File: src/rtl/cascade_tap_sequencer.sv
// Tap sequencer that drives a thermometer select onto a delay cascade and changes it only while line_in is quiet.
// Optional sweep mode (taps 0..6 with a launch pulse per tap) is built when CASCADE_SWEEP_EN is defined.
module cascade_tap_sequencer #(
  parameter int unsigned SETTLE_CYCLES = 4,
  parameter int unsigned QUIET_CYCLES  = 2
) (
  input  logic       clk,
  input  logic       rst,
  input  logic       req_valid,
  output logic       req_ready,
  input  logic [2:0] req_tap,
  input  logic       line_in,
  input  logic       sweep_start,
  output logic [5:0] select,
  output logic       launch,
  output logic       busy,
  output logic       done,
  output logic       err
);

  // Handshake: a request transfers on a rising edge where req_valid && req_ready;
  // req_ready is high only in IDLE outside reset, and a same-cycle sweep_start wins.
  typedef enum logic [2:0] {
    IDLE       = 3'd0,
    WAIT_QUIET = 3'd1,
    APPLY      = 3'd2,
    SETTLE     = 3'd3,
`ifdef CASCADE_SWEEP_EN
    LAUNCH     = 3'd4,
`endif
    DONE       = 3'd5
  } state_t;

  state_t     state;
  state_t     state_next;
  logic [3:0] quiet_cnt;
  logic [7:0] settle_cnt;
  logic [2:0] tap;
  logic       sweep_go;
  logic       accept;
  logic       quiet_ok;
  logic       settle_last;

`ifdef CASCADE_SWEEP_EN
  logic       sweep_mode;
  assign sweep_go = (state == IDLE) && sweep_start;
  assign launch   = (state == LAUNCH);
`else
  logic       unused_sweep_start;
  assign unused_sweep_start = sweep_start;
  assign sweep_go = 1'b0;
  assign launch   = 1'b0;
`endif

  assign req_ready   = (state == IDLE) && !rst;
  assign accept      = req_valid && req_ready && !sweep_go;
  assign quiet_ok    = (quiet_cnt == 4'(QUIET_CYCLES));
  assign settle_last = (settle_cnt == 8'(SETTLE_CYCLES - 1));
  assign busy        = (state != IDLE);
  assign done        = (state == DONE);

  always_comb begin
    state_next = state;
    case (state)
      IDLE:       if (sweep_go || accept) state_next = WAIT_QUIET;
      WAIT_QUIET: if (quiet_ok) state_next = APPLY;
      APPLY:      state_next = SETTLE;
      SETTLE: begin
        if (settle_last) begin
`ifdef CASCADE_SWEEP_EN
          state_next = sweep_mode ? LAUNCH : DONE;
`else
          state_next = DONE;
`endif
        end
      end
`ifdef CASCADE_SWEEP_EN
      LAUNCH:     state_next = (tap == 3'd6) ? DONE : WAIT_QUIET;
`endif
      DONE:       state_next = IDLE;
      default:    state_next = IDLE;
    endcase
  end

  always_ff @(posedge clk) begin
    if (rst) begin
      state      <= IDLE;
      quiet_cnt  <= '0;
      settle_cnt <= '0;
      tap        <= '0;
      select     <= '0;
      err        <= 1'b0;
`ifdef CASCADE_SWEEP_EN
      sweep_mode <= 1'b0;
`endif
    end else begin
      state <= state_next;

      if (line_in)
        quiet_cnt <= '0;
      else if (!quiet_ok)
        quiet_cnt <= quiet_cnt + 4'd1;

      // Out-of-range taps clamp to the last stage and flag err until a legal request arrives.
      if (accept) begin
        tap <= (req_tap > 3'd6) ? 3'd6 : req_tap;
        err <= (req_tap > 3'd6);
`ifdef CASCADE_SWEEP_EN
        sweep_mode <= 1'b0;
`endif
      end

`ifdef CASCADE_SWEEP_EN
      if (sweep_go) begin
        tap        <= 3'd0;
        sweep_mode <= 1'b1;
      end
      if (state == LAUNCH && tap != 3'd6)
        tap <= tap + 3'd1;
`endif

      if (state == APPLY) begin
        select     <= 6'((7'd1 << tap) - 7'd1);
        settle_cnt <= '0;
      end else if (state == SETTLE) begin
        settle_cnt <= settle_cnt + 8'd1;
      end
    end
  end

endmodule

File: config.mk
export PLATFORM = sky130hd
export DESIGN_NAME = cascade_tap_sequencer
export DESIGN_NICKNAME = d
export VERILOG_FILES = /design/src/rtl/cascade_tap_sequencer.sv
export SDC_FILE = /design/constraint.sdc
export NUM_CORES = 1
export LEC_CHECK = 0
export ABC_AREA = 1
export ABC_CLOCK_PERIOD_IN_PS = 1250
export BUFFER_PORTS_ARGS = -buffer_cell sky130_fd_sc_hd__buf_4
export CORE_ASPECT_RATIO = 0.7
export CORE_MARGIN = 4
export CORE_UTILIZATION = 30
export CTS_CLUSTER_DIAMETER = 40
export CTS_CLUSTER_SIZE = 24
export DETAILED_ROUTE_END_ITERATION = 6
export SLEW_MARGIN = 20
export SYNTH_ARGS = -nofsm -noshare
export SYNTH_HDL_FRONTEND = slang
export SYNTH_SLANG_ARGS = --single-unit
export TNS_END_PERCENT = 1
File: constraint.sdc
create_clock -name clk -period 1.25 [get_ports clk]
set_input_delay 0.25 -clock clk [delete_from_list [all_inputs] [get_ports clk]]
set_output_delay 0.25 -clock clk [all_outputs]
set_load 0.02 [all_outputs]
==> metrics.md, run 1 <==
| Metric | Value |
|---|---|
| GRT Total Usage | `roughly a tenth` |
| HPWL Detailed | `approximately 1600 µm` |
| Ratio of cells with drive above 1 in the final layout | `between 20 and 30%` |
| Static Leak | `approximately 0.00064 µW` |
| Worst path arrival time | `1.05 ns` |
| Reg clk slew, reported paths | `about 0.090 ns` |
| Hold depth | `2` |
| Clock latency at the later pin of the worst-skew pair | `between 0.2 and 0.3 ns` |
| HP Class | `primary input to flip-flop` |
| Synthesized netlist cell count | `between 150 and 200` |
| # IOs | `19` |
| Max Cap Viol | `0` |
| Vias | `~980` |
| RePlAce Congestion | `just under 0.8` |
| Clock sinks | `25` |
| Power Density | `between 1000 and 1500 nW/µm²` |
| Worst setup margin | `-0.0466 ns` |
| Antenna Nets Post-Route | `0` |
| Critical path type | `flip-flop to primary output` |
| CTS buffer count | `3` |
| Worst clock skew | `0.00500 ns` |
| CP dominant cell by count | `nor2_4` |
| VDD IR max | `0.630 mV` |
| Sw Share | `roughly 27%` |
| CP Capture Type | `primary output` |
| Clock Tree Root | `clkbuf_8` |
| Fin crit share | `104%` |
| Synthesized flop and latch total | `25` |
| CP Cell Sequence | `nor2_4 -> nand2_2 -> nor2_4 -> buf_6` |
| Largest stage delay, worst path | `0.34 ns` |
| Asr flop ratio synth | `0%` |
| Clock share of power | `a little under a third` |
| GRT met3 Usage | `about 2.7%` |
| Post-Place Worst Slack | `roughly 0.068 ns` |
| CTS tree | `built` |
| Routed WL | `around 2100 µm` |
| WL per Instance | `between 9 and 10 µm` |
| Total gr overflow | `0` |
| Final hold slack | `between 0.2 and 0.25 ns` |
| Final net count | `~190` |
| Post-synthesis sequential area ratio | `a little over two fifths` |
| Sequential share of power | `a little over half` |
| Met1 GRT Util | `13.7%` |
| Max-slew violations | `0` |
| Layout area overhead | `24.5%` |
| Number of enable flip-flop cells after synthesis | `0` |
| CTS max path bufs | `2` |
| Slowest-stage cell, CP | `dfxtp_2` |
| Final std cells w/o fill | `229` |
| Core area | `about 3600 µm²` |
| Placed insts | `roughly 220` |
| Main synth FF type | `dfxtp_1` |
| Startpoint types | `flip-flop` |
| DRC viols | `0` |
| Via/cell ratio | `around 4.3` |
| First-pass GRT wire length | `~3900 µm` |
| Row count | `18` |
| Logic pwr share | `between 10% and 20%` |
| Int Pwr | `1160 µW` |
| Vias in the first global route | `slightly above 900` |
| Setup-failing EPs final | `2` |
| RSZ-0062 raised after global routing | `true` |
| NetSw | `436 µW` |
| Initial core utilization | `a little under a third` |
| Synth cell types | `25` |
| Worst-path maximum fanout | `2` |
| Initial antenna violation count | `0` |
| Met2 Track Usage GR | `around 16%` |
| Total die area | `between 4000 and 5000 µm²` |
| Fin. Hold Viols | `0` |
| FF-to-FF path depth | `6` |
| Setup TNS | `-0.0623 ns` |
| Status | `complete, but fails checks` |
| Largest net degree at the start of global routing | `16` |
| Syn_nets | `about 170` |
| Mapped Area | `1160 µm²` |
| Final Util | `around 40%` |
| Mean Syn Cell Area | `around 7.5 µm²` |
| Gr busiest metal | `met2` |
| Minimum clock period | `1.30 ns` |
| H-Tree Depth | `1` |
| IO buf count | `16` |
| ANT cells | `0` |
| Die X-Extent | `about 80 µm` |
| Fmax achieved | `just under 800 MHz` |
| Yosys warnings | `0` |
| Drt pass-1 iters | `4` |
| Failing checks | `setup timing` |
| Critical path required time | `1.00 ns` |
| First DRT Iteration DRCs | `43` |
| Die Ht | `between 50 and 60 µm` |
-- metal layers --
metal / wire, µm / part of all wire, % / vias up
met3: 74 / 3.5 / 2
met1: 1130 / 53 / 427
li1: - / - / 540
met5: 0 / 0 / -
met2: 916 / 43 / 13
met4: 19 / 0.89 / 0
-- power groups by stage --
stage	Sequential (µW)	Clock (µW)	Combinational [µW]
finish	846	495	254
CTS	846	523	253
floorplan	871	0	148
global placement	865	0	235
detailed placement	866	0	235
global route	851	560	285
-- synthesized netlist by cell type (3+ instances only) --
| cell | count | share of area [%] |
|---|---|---|
| xor2_1 | 3 | 2.3 |
| inv_1 | 21 | 6.8 |
| nand2_1 | 29 | 9.4 |
| nor2_1 | 19 | 6.2 |
| a21oi_1 | 9 | 3.9 |
| o21ai_0 | 11 | 4.8 |
| nand2_2 | 4 | 2.2 |
| dfxtp_1 | 25 | 43 |
| nand3_1 | 7 | 3.0 |
| ha_1 | 3 | 3.2 |
| nor2_4 | 4 | 3.9 |
| a31oi_1 | 3 | 1.6 |
-- worst max-delay path, delay by kind of cell, from the launching register on --
family,cells,cell delay (ns)
simple gates,3,0.31
flops,1,0.34
buf+inv,1,0.13
-- cells by family (layout without fill, tap and decap cells) --
group,after synthesis,count (layout),synth area share [%]
AO/OA/AOI/OAI,27,27,12.9
XOR/XNOR,4,4,3.03
adder cells (fa/ha/maj),3,3,3.24
buffers and inverters,25,50,8.54
flip-flops,25,25,43.2
other,1,1,0.324
AND/OR/NAND/NOR,69,69,28.8
-- what timing repair did --
action | in CTS | in global routing
hold buffers | 0 | 0
cloned | 0 | 0
pin swaps | 1 | 1
resized for setup | 6 | 5
buffers inserted | 2 | 0
endpoints found under the setup margin | 3 | 10
-- path summary, 6_finish.rpt --
kind	startpoint	to	slack, ns
hold / removal	rst	state[1]	0.21
setup / recovery	state[2]	req_ready	-0.05
hold reg to reg	err	err	0.45
setup reg to reg	state[2]	settle_cnt[6]	0.08
-- area by class of cell --
class | instances | area [µm²]
Clock buffer | 3 | 41.3
Clock inverter | 1 | 7.51
Fill cell | 389 | 2180
Inverter | 23 | 88.8
Multi-Input combinational cell | 104 | 558
Sequential cell | 25 | 507
Tap cell | 50 | 62.6
Timing Repair Buffer | 23 | 176
-- flip-flops by register name (all words and copies together), names as in the netlist --
signal	flops
tap	3
select	6
state	3
err	1
settle_cnt	8
quiet_cnt	4
-- layout by cell type, fill, tap and decap left out, types with 2 or more instances in the layout --
master    Yosys  routed
nor2_1       19      19
ha_1          3       3
nand2_1      29      29
clkbuf_8      0       3
nand2_2       4       4
buf_4         1      22
nand3_1       7       7
nor2_4        4       4
dfxtp_2       0       2
or2_2         2       2
o211ai_1      2       2
o21ai_0      11       8
xor2_1        3       3
inv_1        21      19
inv_2         2       3
a21oi_1       9       9
a31oi_1       3       3
o21ai_1       0       3
dfxtp_1      25      22
-- per-stage QoR --
| stage | total power (µW) | instance area (µm²) |
|---|---|---|
| finish | 1590 | 1440 |
| global route | 1700 | 1440 |
| CTS | 1620 | 1440 |
| detailed placement | 1100 | 1370 |
| global placement | 1100 | 1370 |
| floorplan | 1020 | 1160 |
(Power assumes the default switching activity.)
==> run 2: changes to the inputs <==
- CORE_MARGIN: 4 -> default
==> run 2 against run 1 <==
Net effect: the flow still finishes with violations (setup timing); clock-buffer cell count stayed put; worst setup slack worse by 0.0066 ns; fmax is 0.51% lower; via count decreased by 1.1%; first-iteration DRC count decreased by 67%; final area about the same; global-route usage rose by 2.1 points; hold slack worse by 0.0035 ns.
==> metrics.md, run 2 (synthesized netlist as in run 1, its figures left out) <==
| Metric | Value |
|---|---|
| Status | `complete, but fails checks (unchanged)` |
| Failing checks | `setup timing (unchanged)` |
| CTS tree | `built (unchanged)` |
| CP Cell Sequence | `nor2_4 -> nand2_2 -> nor2_4 -> buf_6 (unchanged)` |
| GRT Total Usage | `12.2% (was 10.1%)` |
| Clock sinks | `25 (unchanged)` |
| Startpoint types | `flip-flop (unchanged)` |
| Via/cell ratio | `4.26 (was 4.29)` |
| Minimum clock period | `1.30 ns (about the same)` |
| Fin crit share | `104% (about the same)` |
| Total power draw | `1620 µW (was 1590 µW)` |
| Hold-fix buffers, CTS | `0 (unchanged)` |
| Vias | `971 (was 982)` |
| Layout area overhead | `24.6% (was 24.5%)` |
| Most common cell after layout, fill and taps aside | `nand2_1 (unchanged)` |
| Clock Tree Root | `clkbuf_8 (unchanged)` |
| CTS max path bufs | `2 (unchanged)` |
| FF-to-FF path depth | `9 (was 6)` |
| Vias in the first global route | `878 (was 925)` |
| Slowest-stage cell, CP | `dfxtp_4 (was dfxtp_2)` |
| First-pass GRT wire length | `3840 µm (was 3910 µm)` |
| Routed WL | `2130 µm (was 2140 µm)` |
| Max reg flops | `8 (unchanged)` |
| Total die area | `4110 µm² (was 4930 µm²)` |
| H-Tree Depth | `1 (unchanged)` |
| Worst Setup SP | `state[0] (was state[2])` |
| Worst-path maximum fanout | `4 (was 2)` |
| IO buf count | `16 (unchanged)` |
| Reg2reg start | `state[2] (unchanged)` |
| Crit path capture | `req_ready (unchanged)` |
| Largest net degree at the start of global routing | `17 (was 16)` |
| Max Cap Viol | `0 (unchanged)` |
| RePlAce Congestion | `0.769 (was 0.773)` |
| Most frequent cells in the layout | `nand2_1 (29), dfxtp_1 (21), buf_4 (21) (was nand2_1 (29), dfxtp_1 (22), buf_4 (22))` |
| WL per Instance | `9.35 µm (was 9.36 µm)` |
| Top flop regs | `settle_cnt: 8 flops, select: 6 flops, quiet_cnt: 4 flops (unchanged)` |
| VDD IR max | `0.670 mV (was 0.630 mV)` |
| Final net count | `190 (was 191)` |
| Ratio of cells with drive above 1 in the final layout | `25.8% (was 25.1%)` |
| Worst setup margin | `-0.0532 ns (was -0.0466 ns)` |
| Fin. Hold Viols | `0 (unchanged)` |
| CP Capture Type | `primary output (unchanged)` |
| First DRT Iteration DRCs | `14 (was 43)` |
| Total gr overflow | `0 (unchanged)` |
| Setup-failing EPs final | `2 (unchanged)` |
| Core area | `3600 µm² (was 3630 µm²)` |
| Setup TNS | `-0.0749 ns (was -0.0623 ns)` |
| Worst reg2reg path endpoint | `settle_cnt[7] (was settle_cnt[6])` |
| Max-slew violations | `0 (unchanged)` |
| Critical path required time | `1.00 ns (about the same)` |
| Drt pass-1 iters | `4 (unchanged)` |
| HPWL Detailed | `1660 µm (was 1620 µm)` |
| Fmax achieved | `767 MHz (was 771 MHz)` |
| Clock latency at the later pin of the worst-skew pair | `0.28 ns (was 0.27 ns)` |
| HP Class | `primary input to flip-flop (unchanged)` |
| Static Leak | `0.000646 µW (was 0.000644 µW)` |
| RSZ-0062 raised after global routing | `true (unchanged)` |
| DRC viols | `0 (unchanged)` |
| Reg clk slew, reported paths | `0.10 ns (was 0.09 ns)` |
| Worst path arrival time | `1.05 ns (about the same)` |
| Die X-Extent | `76.2 µm (was 82.2 µm)` |
| CTS buffer count | `3 (unchanged)` |
| ANT cells | `0 (unchanged)` |
| Power Density | `1120 nW/µm² (was 1110 nW/µm²)` |
| Final hold slack | `0.209 ns (was 0.212 ns)` |
| Initial core utilization | `32.1% (was 31.9%)` |
| Row count | `18 (unchanged)` |
| Most flop-heavy register | `settle_cnt (unchanged)` |
| Critical path type | `flip-flop to primary output (unchanged)` |
| Die Ht | `54.0 µm (was 60.0 µm)` |
| Hold depth | `2 (unchanged)` |
| FF-to-FF setup slack | `0.07 ns (was 0.08 ns)` |
| # IOs | `19 (unchanged)` |
| Worst clock skew | `0.00885 ns (was 0.00500 ns)` |
| Initial antenna violation count | `0 (unchanged)` |
| Antenna Nets Post-Route | `0 (unchanged)` |
| Largest stage delay, worst path | `0.37 ns (was 0.34 ns)` |
| CP dominant cell by count | `nor2_4 (unchanged)` |
run 2: cell types whose count changed in the layout (fill, tap and decap cells not counted):
cell and delta:
buf_4 -1, clkinvlp_4 -1, dfxtp_1 -1, dfxtp_4 +1
inv_6 +1, o21ai_0 +1, o21ai_1 -2, o21ai_2 +1
run 2: critical path: cells and delay by family (launching register included):
kind / cells / cell delay (ns)
flip-flops: 1 / 0.37
AND/OR/NAND/NOR: 3 / 0.29
buffers and inverters: 1 / 0.13
run 2: area by class of cell:
class / count / area [µm²]
clock inverter: 1 / 8.76
inverter: 23 / 88.8
tap: 50 / 62.6
sequential: 25 / 510
clock buffer: 3 / 41.3
multi-input combinational: 104 / 562
timing repair buffer: 22 / 169
fill: 385 / 2160
run 2: through the flow:
stage	util [%]	setup WS, ns	instance area (µm²)	std cells
4_1_cts	39.9	-0.0656	1440	228
6_report	40.0	-0.0532	1440	228
5_1_grt	40.0	-0.106	1440	228
3_5_place_dp	37.7	0.0592	1360	222
3_3_place_gp	37.7	0.0784	1360	222
2_1_floorplan	-	0.0164	1160	154
run 2: where the power goes:
group / switching [µW] / internal (µW) / leakage, µW / total (µW)
Combinational: 145 / 107 / 0.000415 / 252
Sequential: 25.5 / 824 / 0.000205 / 849
Clock: 283 / 234 / 0.0000261 / 517
run 2: per-layer routing:
layer / vias to the layer above / global-route usage (%) / part of all wire, %
li1: 535 / - / -
met1: 417 / 15.4 / 54
met2: 17 / 19.5 / 42
met3: 2 / 3.56 / 3.1
met4: 0 / 5.77 / 1.3
met5: - / 0 / 0
run 2: repair_timing:
item | in CTS | in global routing
gates resized for setup | 8 | 5
buffers inserted | 2 | 0
pin swaps | 1 | 1
endpoints found under the hold margin | 0 | 0
cloned | 0 | 0
endpoints found under the setup margin | 3 | 10
run 2: worst min-delay path by stage:
stage	start	end	slack [ns]
global placement	select[3]	select[3]	0.44
detailed placement	select[3]	select[3]	0.43
CTS	rst	state[1]	0.20
global route	rst	tap[0]	0.21
finish	rst	tap[0]	0.21
floorplan	req_tap[0]	tap[0]	0.39
